<file path="src/rtl/spi_slave_pkg.sv">
// rtl/spi_slave_pkg.sv - shared state encoding and helpers for spi_slave
package spi_slave_pkg;

    // Frame FSM states
    typedef enum logic [1:0] {
        ST_IDLE  = 2'd0,
        ST_SHIFT = 2'd1,
        ST_DONE  = 2'd2
    } state_t;

    // Bit counter must be able to hold the value SIZE itself
    function automatic int cnt_width(input int size);
        return $clog2(size + 1);
    endfunction

endpackage

</file>
<file path="src/rtl/spi_sync_edge.sv">
// rtl/spi_sync_edge.sv - multi-flop input synchroniser with edge detection
module spi_sync_edge #(
    parameter int   SYNC_STAGES = 2,
    parameter logic RESET_VAL   = 1'b0
) (
    input  logic clk_in,
    input  logic reset_n_in,
    input  logic async_in,
    output logic level,
    output logic rise,
    output logic fall
);

    logic [SYNC_STAGES-1:0] r_sync;
    logic                   r_hist;

    // Synchroniser chain plus one history flop, reset to the pin's idle level
    always_ff @(posedge clk_in) begin
        if (!reset_n_in) begin
            r_sync <= {SYNC_STAGES{RESET_VAL}};
            r_hist <= RESET_VAL;
        end else begin
            r_sync <= {r_sync[SYNC_STAGES-2:0], async_in};
            r_hist <= r_sync[SYNC_STAGES-1];
        end
    end

    assign level = r_sync[SYNC_STAGES-1];
    assign rise  =  r_sync[SYNC_STAGES-1] & ~r_hist;
    assign fall  = ~r_sync[SYNC_STAGES-1] &  r_hist;

endmodule

</file>
<file path="src/rtl/spi_slave.sv">
// rtl/spi_slave.sv - SPI mode-0 responder, optional frame-error output under SPI_SLAVE_FRAME_ERR_EN
module spi_slave
    import spi_slave_pkg::*;
#(
    parameter int SIZE        = 40,
    parameter int SYNC_STAGES = 2
) (
    input  logic            clk_in,
    input  logic            reset_n_in,
    input  logic            sclk_in,
    input  logic            cs_n_in,
    input  logic            mosi_in,
    output logic            miso_out,
    input  logic [SIZE-1:0] tx_data_in,
    input  logic            tx_load_in,
    output logic [SIZE-1:0] rx_data_out,
    output logic            r_rx_valid_out,
    output logic            busy_out
`ifdef SPI_SLAVE_FRAME_ERR_EN
    ,
    output logic            r_frame_err_out
`endif
);

    localparam int            CW       = cnt_width(SIZE);
    localparam logic [CW-1:0] CNT_FULL = CW'(SIZE);

    // Synchronised pins and edges
    logic w_sclk_level_unused;
    logic w_sclk_rise;
    logic w_sclk_fall;
    logic w_cs_level_unused;
    logic w_cs_rise;
    logic w_cs_fall;
    logic w_mosi;
    logic w_mosi_rise_unused;
    logic w_mosi_fall_unused;

    spi_sync_edge #(.SYNC_STAGES(SYNC_STAGES), .RESET_VAL(1'b0)) u_sync_sclk (
        .clk_in     (clk_in),
        .reset_n_in (reset_n_in),
        .async_in   (sclk_in),
        .level      (w_sclk_level_unused),
        .rise       (w_sclk_rise),
        .fall       (w_sclk_fall)
    );

    spi_sync_edge #(.SYNC_STAGES(SYNC_STAGES), .RESET_VAL(1'b1)) u_sync_cs (
        .clk_in     (clk_in),
        .reset_n_in (reset_n_in),
        .async_in   (cs_n_in),
        .level      (w_cs_level_unused),
        .rise       (w_cs_rise),
        .fall       (w_cs_fall)
    );

    spi_sync_edge #(.SYNC_STAGES(SYNC_STAGES), .RESET_VAL(1'b0)) u_sync_mosi (
        .clk_in     (clk_in),
        .reset_n_in (reset_n_in),
        .async_in   (mosi_in),
        .level      (w_mosi),
        .rise       (w_mosi_rise_unused),
        .fall       (w_mosi_fall_unused)
    );

    // State and datapath registers
    state_t          r_state;
    logic [SIZE-1:0] r_tx_buf;
    logic [SIZE-1:0] r_tx_shift;
    logic [SIZE-1:0] r_rx_shift;
    logic [CW-1:0]   r_bit_cnt;
    logic [SIZE-1:0] r_rx_data;
    logic            r_miso;

    // Next-state values
    state_t          w_state_nxt;
    logic [SIZE-1:0] w_tx_buf_nxt;
    logic [SIZE-1:0] w_tx_shift_nxt;
    logic [SIZE-1:0] w_rx_shift_nxt;
    logic [CW-1:0]   w_bit_cnt_nxt;
    logic [SIZE-1:0] w_rx_data_nxt;
    logic            w_rx_valid_nxt;
    logic            w_miso_nxt;
`ifdef SPI_SLAVE_FRAME_ERR_EN
    logic            r_frame_err;
    logic            w_frame_err_nxt;
`endif

    // Register update; reset returns every output to zero immediately
    always_ff @(posedge clk_in) begin
        if (!reset_n_in) begin
            r_state        <= ST_IDLE;
            r_tx_buf       <= '0;
            r_tx_shift     <= '0;
            r_rx_shift     <= '0;
            r_bit_cnt      <= '0;
            r_rx_data      <= '0;
            r_rx_valid_out <= 1'b0;
            r_miso         <= 1'b0;
`ifdef SPI_SLAVE_FRAME_ERR_EN
            r_frame_err    <= 1'b0;
`endif
        end else begin
            r_state        <= w_state_nxt;
            r_tx_buf       <= w_tx_buf_nxt;
            r_tx_shift     <= w_tx_shift_nxt;
            r_rx_shift     <= w_rx_shift_nxt;
            r_bit_cnt      <= w_bit_cnt_nxt;
            r_rx_data      <= w_rx_data_nxt;
            r_rx_valid_out <= w_rx_valid_nxt;
            r_miso         <= w_miso_nxt;
`ifdef SPI_SLAVE_FRAME_ERR_EN
            r_frame_err    <= w_frame_err_nxt;
`endif
        end
    end

    // Frame FSM: next state, shift registers, completion and error pulses
    always_comb begin
        w_state_nxt    = r_state;
        w_tx_buf_nxt   = r_tx_buf;
        w_tx_shift_nxt = r_tx_shift;
        w_rx_shift_nxt = r_rx_shift;
        w_bit_cnt_nxt  = r_bit_cnt;
        w_rx_data_nxt  = r_rx_data;
        w_rx_valid_nxt = 1'b0;
        w_miso_nxt     = r_miso;
`ifdef SPI_SLAVE_FRAME_ERR_EN
        w_frame_err_nxt = 1'b0;
`endif

        // The buffer only feeds the shift register at CS fall, so a load in
        // that same cycle lands after the old value has been captured.
        if (tx_load_in) begin
            w_tx_buf_nxt = tx_data_in;
        end

        case (r_state)
            ST_IDLE: begin
                w_miso_nxt = 1'b0;
                if (w_cs_fall) begin
                    w_tx_shift_nxt = r_tx_buf;
                    w_miso_nxt     = r_tx_buf[SIZE-1];
                    w_rx_shift_nxt = '0;
                    w_bit_cnt_nxt  = '0;
                    w_state_nxt    = ST_SHIFT;
                end
            end

            ST_SHIFT: begin
                if (r_bit_cnt == CNT_FULL) begin
                    // Full word was shifted in on the previous cycle
                    w_rx_data_nxt  = r_rx_shift;
                    w_rx_valid_nxt = 1'b1;
                    w_miso_nxt     = 1'b0;
                    w_state_nxt    = w_cs_rise ? ST_IDLE : ST_DONE;
                end else if (w_cs_rise) begin
                    w_miso_nxt  = 1'b0;
                    w_state_nxt = ST_IDLE;
`ifdef SPI_SLAVE_FRAME_ERR_EN
                    w_frame_err_nxt = 1'b1;
`endif
                end else if (w_sclk_rise) begin
                    w_rx_shift_nxt = {r_rx_shift[SIZE-2:0], w_mosi};
                    w_bit_cnt_nxt  = r_bit_cnt + 1'b1;
                end else if (w_sclk_fall) begin
                    w_tx_shift_nxt = {r_tx_shift[SIZE-2:0], 1'b0};
                    w_miso_nxt     = r_tx_shift[SIZE-2];
                end
            end

            ST_DONE: begin
                w_miso_nxt = 1'b0;
                if (w_cs_rise) begin
                    w_state_nxt = ST_IDLE;
                end
`ifdef SPI_SLAVE_FRAME_ERR_EN
                else if (w_sclk_rise) begin
                    w_frame_err_nxt = 1'b1;
                end
`endif
            end

            default: begin
                w_miso_nxt  = 1'b0;
                w_state_nxt = ST_IDLE;
            end
        endcase
    end

    assign miso_out    = r_miso;
    assign rx_data_out = r_rx_data;
    assign busy_out    = (r_state != ST_IDLE);
`ifdef SPI_SLAVE_FRAME_ERR_EN
    assign r_frame_err_out = r_frame_err;
`endif

endmodule

</file>
<file path="config.mk">
export PLATFORM = sky130hd
export DESIGN_NAME = spi_slave
export DESIGN_NICKNAME = d
export VERILOG_FILES = /design/src/rtl/spi_slave_pkg.sv /design/src/rtl/spi_sync_edge.sv /design/src/rtl/spi_slave.sv
export SDC_FILE = /design/constraint.sdc
export NUM_CORES = 1
export LEC_CHECK = 0
export BUFFER_PORTS_ARGS = -buffer_cell sky130_fd_sc_hd__buf_2
export CAP_MARGIN = 20
export CORE_ASPECT_RATIO = 0.75
export CORE_MARGIN = 1.5
export CORE_UTILIZATION = 40
export CTS_CLUSTER_DIAMETER = 120
export DETAILED_ROUTE_END_ITERATION = 6
export PLACE_DENSITY = 0.6
export SYNTH_ARGS = -nofsm -noshare
export SYNTH_HDL_FRONTEND = slang
export SYNTH_SLANG_ARGS = --single-unit
</file>
<file path="constraint.sdc">
create_clock -name clk_in -period 2.4 [get_ports clk_in]
set_input_delay 0.48 -clock clk_in [delete_from_list [all_inputs] [get_ports clk_in]]
set_output_delay 0.48 -clock clk_in [all_outputs]
set_load 0.05 [all_outputs]
</file>
==> flow_summary.json <==
{
  "status": "complete, no violations",
  "ant_nets": 0,
  "power-per-cell-area_nw_per_um2": 782.0,
  "first_iter_violations": 358,
  "cts.clk_slew.worst_paths_ps": 70,
  "cts-hold-fix-buffers": 0,
  "cp.required_ps": 2760,
  "cts_tree": "done",
  "numPortBuffers": 88,
  "yosysTopAreaCell": "dfxtp_1",
  "synth_cell_types": 44,
  "fin_nets": 811,
  "antenna_cells": 0,
  "setup_viol": 0,
  "wl_per_cell_um": 14.82,
  "crit_arrival_ps": 2480,
  "hp-class": "in2reg",
  "overflow": 0,
  "hold_violations": 0,
  "syn2layout_area_growth_pct": 17.58,
  "rsz0062_at_grt": "no",
  "slew_viol_final": 0,
  "grt_usage": 0.1682,
  "worst_r2r_path_depth": 5,
  "synthArstFlopShare": 0,
  "p_int_uw": 4875,
  "comb_power_share": 0.062,
  "worstMarginPinSlew_ps": 635.2,
  "ys_seq_area_frac": 0.5154,
  "sw_frac_of_total": 0.2289,
  "antenna_found_initial": 0,
  "cp_max_fo": 25,
  "synth_top_cell_area_share": 0.5154,
  "num_vias": 5415,
  "htreeDepth": 4,
  "root_buffer": "clkbuf_16",
  "post-route-period-util": 0.8833,
  "dieWidth_um": 154.4,
  "yosys_warnings": 0,
  "first_global_vias": 4962,
  "fin_skew_ps": 12.45,
  "synth_edf_count": 0,
  "startpoint_type": "register",
  "core_area_um2": 16830,
  "rows": 41,
  "fp.dieH_um": 116.5,
  "grt_max_degree": 79,
  "timing.fmax_ghz": 0.4717,
  "irDropWorstVdd_mv": 0.3896,
  "die-area_um2": 17990,
  "cp_cell_sequence": "nor3b_1 > a41oi_4 > buf_4 > o21ai_0 > a21oi_1",
  "syn_area_per_cell_um2": 9.589,
  "wl_mm": 14.69,
  "clock_latency_ps": 440,
  "post_cts_buffers": 0,
  "pwr-share-seq": 0.486,
  "cts.sinks": 177,
  "io_pins": 89,
  "drive_above_1_share": 0.2126,
  "finalSetupTns_ps": 0,
  "ys_ff_latch": 177,
  "post-route-worst-setup-slack_ps": 280.1,
  "syn_inst": 717,
  "netlist_area_um2": 6875,
  "cts_made_buffers": 17,
  "p_sw_uw": 1447,
  "drc_errors": 0,
  "place_ws_ps": 128.7,
  "vias_per_cell": 5.464,
  "synth.area.top_cells": "dfxtp_1, mux2i_1, a22o_1",
  "cp-end-kind": "register",
  "syn_nets": 765,
  "crit_slowest_cell": "dfxtp_1",
  "grt_first_pass_wirelength_mm": 24.38,
  "start_util": 0.4086,
  "firstDrtPassIters": 6,
  "min_period_ps": 2120,
  "slowest_delay_ps": 660,
  "cts_max_path_buffers": 2,
  "path_class": "reg2reg",
  "synthFlopType": "dfxtp_1",
  "pwr-share-clk": 0.453,
  "gp_congestion": 0.7694,
  "hold_depth": 2,
  "drv_cap": 0,
  "dpl.hpwl_mm": 9.025,
  "nFillCells": 1600,
  "p_leak_uw": 0.003055,
  "relSlewSlack": 0.5656
}
==> cells in the mapped netlist (all sizes together) (5+ instances only) <==
library cell    n
inv             5
o21ai          44
and2            5
buf            32
nor3           39
mux2i          41
a21oi          44
nand3           5
nor2           45
clkbuf         44
nand2          78
dfxtp         177
nand4          42
a22o           39
nand2b          6
a311oi         38
==> per-stage QoR <==
stage | util | cell area [um2] | hold slack [ps] | cells | total power (uW)
floorplan | - | 6875 | 386.3 | 717 | 3407
global placement | 0.4422 | 7441 | 403.3 | 958 | 3506
detailed placement | 0.4422 | 7441 | 418.3 | 958 | 3523
CTS | 0.4787 | 8054 | 209.3 | 990 | 6383
global route | 0.4804 | 8084 | 216.9 | 991 | 6561
finish | 0.4804 | 8084 | 225.5 | 991 | 6322
==> layer usage <==
layer	share of wire	routed length (um)	track usage
met4	0.015	216	0.06987
met5	0	0	0
met3	0.055	802	0.04787
met2	0.42	6240	0.2537
met1	0.51	7429	0.2276
==> sequential cells by signal, indices dropped and copies added, names as in the netlist <==
register and cells:
rx_data_out 40, u_sync_sclk.r_sync 2, r_bit_cnt 6, u_sync_sclk.r_hist 1, r_rx_shift 40, miso_out 1
r_rx_valid_out 1, u_sync_mosi.r_sync 2, u_sync_cs.r_hist 1, r_tx_buf 40, r_state 2, u_sync_cs.r_sync 2
r_tx_shift 39
==> layout make-up <==
cell class                      instances  area (um2)  share of cell area
Inverter                                5       21.27            0.002631
Tap cell                              215       269.0             0.03328
Clock inverter                         12       156.4             0.01935
Multi-Input combinational cell        459        3027              0.3744
Clock buffer                           20       456.7             0.05649
Timing Repair Buffer                  103       610.6             0.07553
Sequential cell                       177        3543              0.4383
==> path summary, 6_finish.rpt <==
check	slack, ps	startpoint	to
worst max-delay path	280	r_state[0]	r_rx_shift[28]
worst min-delay path	230	cs_n_in	u_sync_cs.r_sync[0]
worst max register to register	280	r_state[0]	r_rx_shift[28]
worst min register to register	430	u_sync_cs.r_sync[0]	u_sync_cs.r_sync[1]
==> critical path, delay by kind of cell, from the launching register on <==
family	cells	cell delay, ps
AO/OA/AOI/OAI	3	830
flip-flops	1	660
AND/OR/NAND/NOR	1	210
buffers and inverters	1	340
==> cells in the final DEF, fill, tap and decap left out, types with 2 or more instances in the layout <==
cell type and instances:
dfxtp_1 177, buf_2 88, nand2_1 78, nor2_1 44, a21oi_1 44, o21ai_0 44
nand4_1 42, mux2i_1 41, nor3_1 39, a22o_1 39, a311oi_2 20, a311oi_1 18
clkbuf_16 17, buf_4 11, nand2b_1 6, nand3_1 5, and2_1 5, inv_1 4
clkinvlp_4 4, o311ai_0 3, bufinv_16 3, buf_12 3, nor2b_1 2, a31oi_4 2
a211oi_1 2, nand3b_1 2, o41ai_1 2, ha_1 2, clkinv_2 2, clkbuf_8 2
inv_6 2
==> timing repair <==
item	in CTS	in global routing
resized for setup	0	1
endpoints found under the setup margin	0	21
endpoints found under the hold margin	0	0
==> cells by family after synthesis <==
| group | share of synthesized area |
|---|---|
| buffers and inverters | 0.05314 |
| muxes | 0.05969 |
| AOI/OAI and AO/OA | 0.2055 |
| DFF | 0.5154 |
| adders and majority gates | 0.003639 |
| and+or+nand+nor | 0.1627 |
==> power groups by stage <==
stage / clock network (uW) / logic, uW / registers, uW
2_1_floorplan: 0 / 289 / 3120
3_5_place_dp: 0 / 388 / 3140
5_1_grt: 3050 / 433 / 3080
6_report: 2860 / 390 / 3070
3_3_place_gp: 0 / 373 / 3130
4_1_cts: 2920 / 388 / 3070
Power figures use the tool's default switching activity.
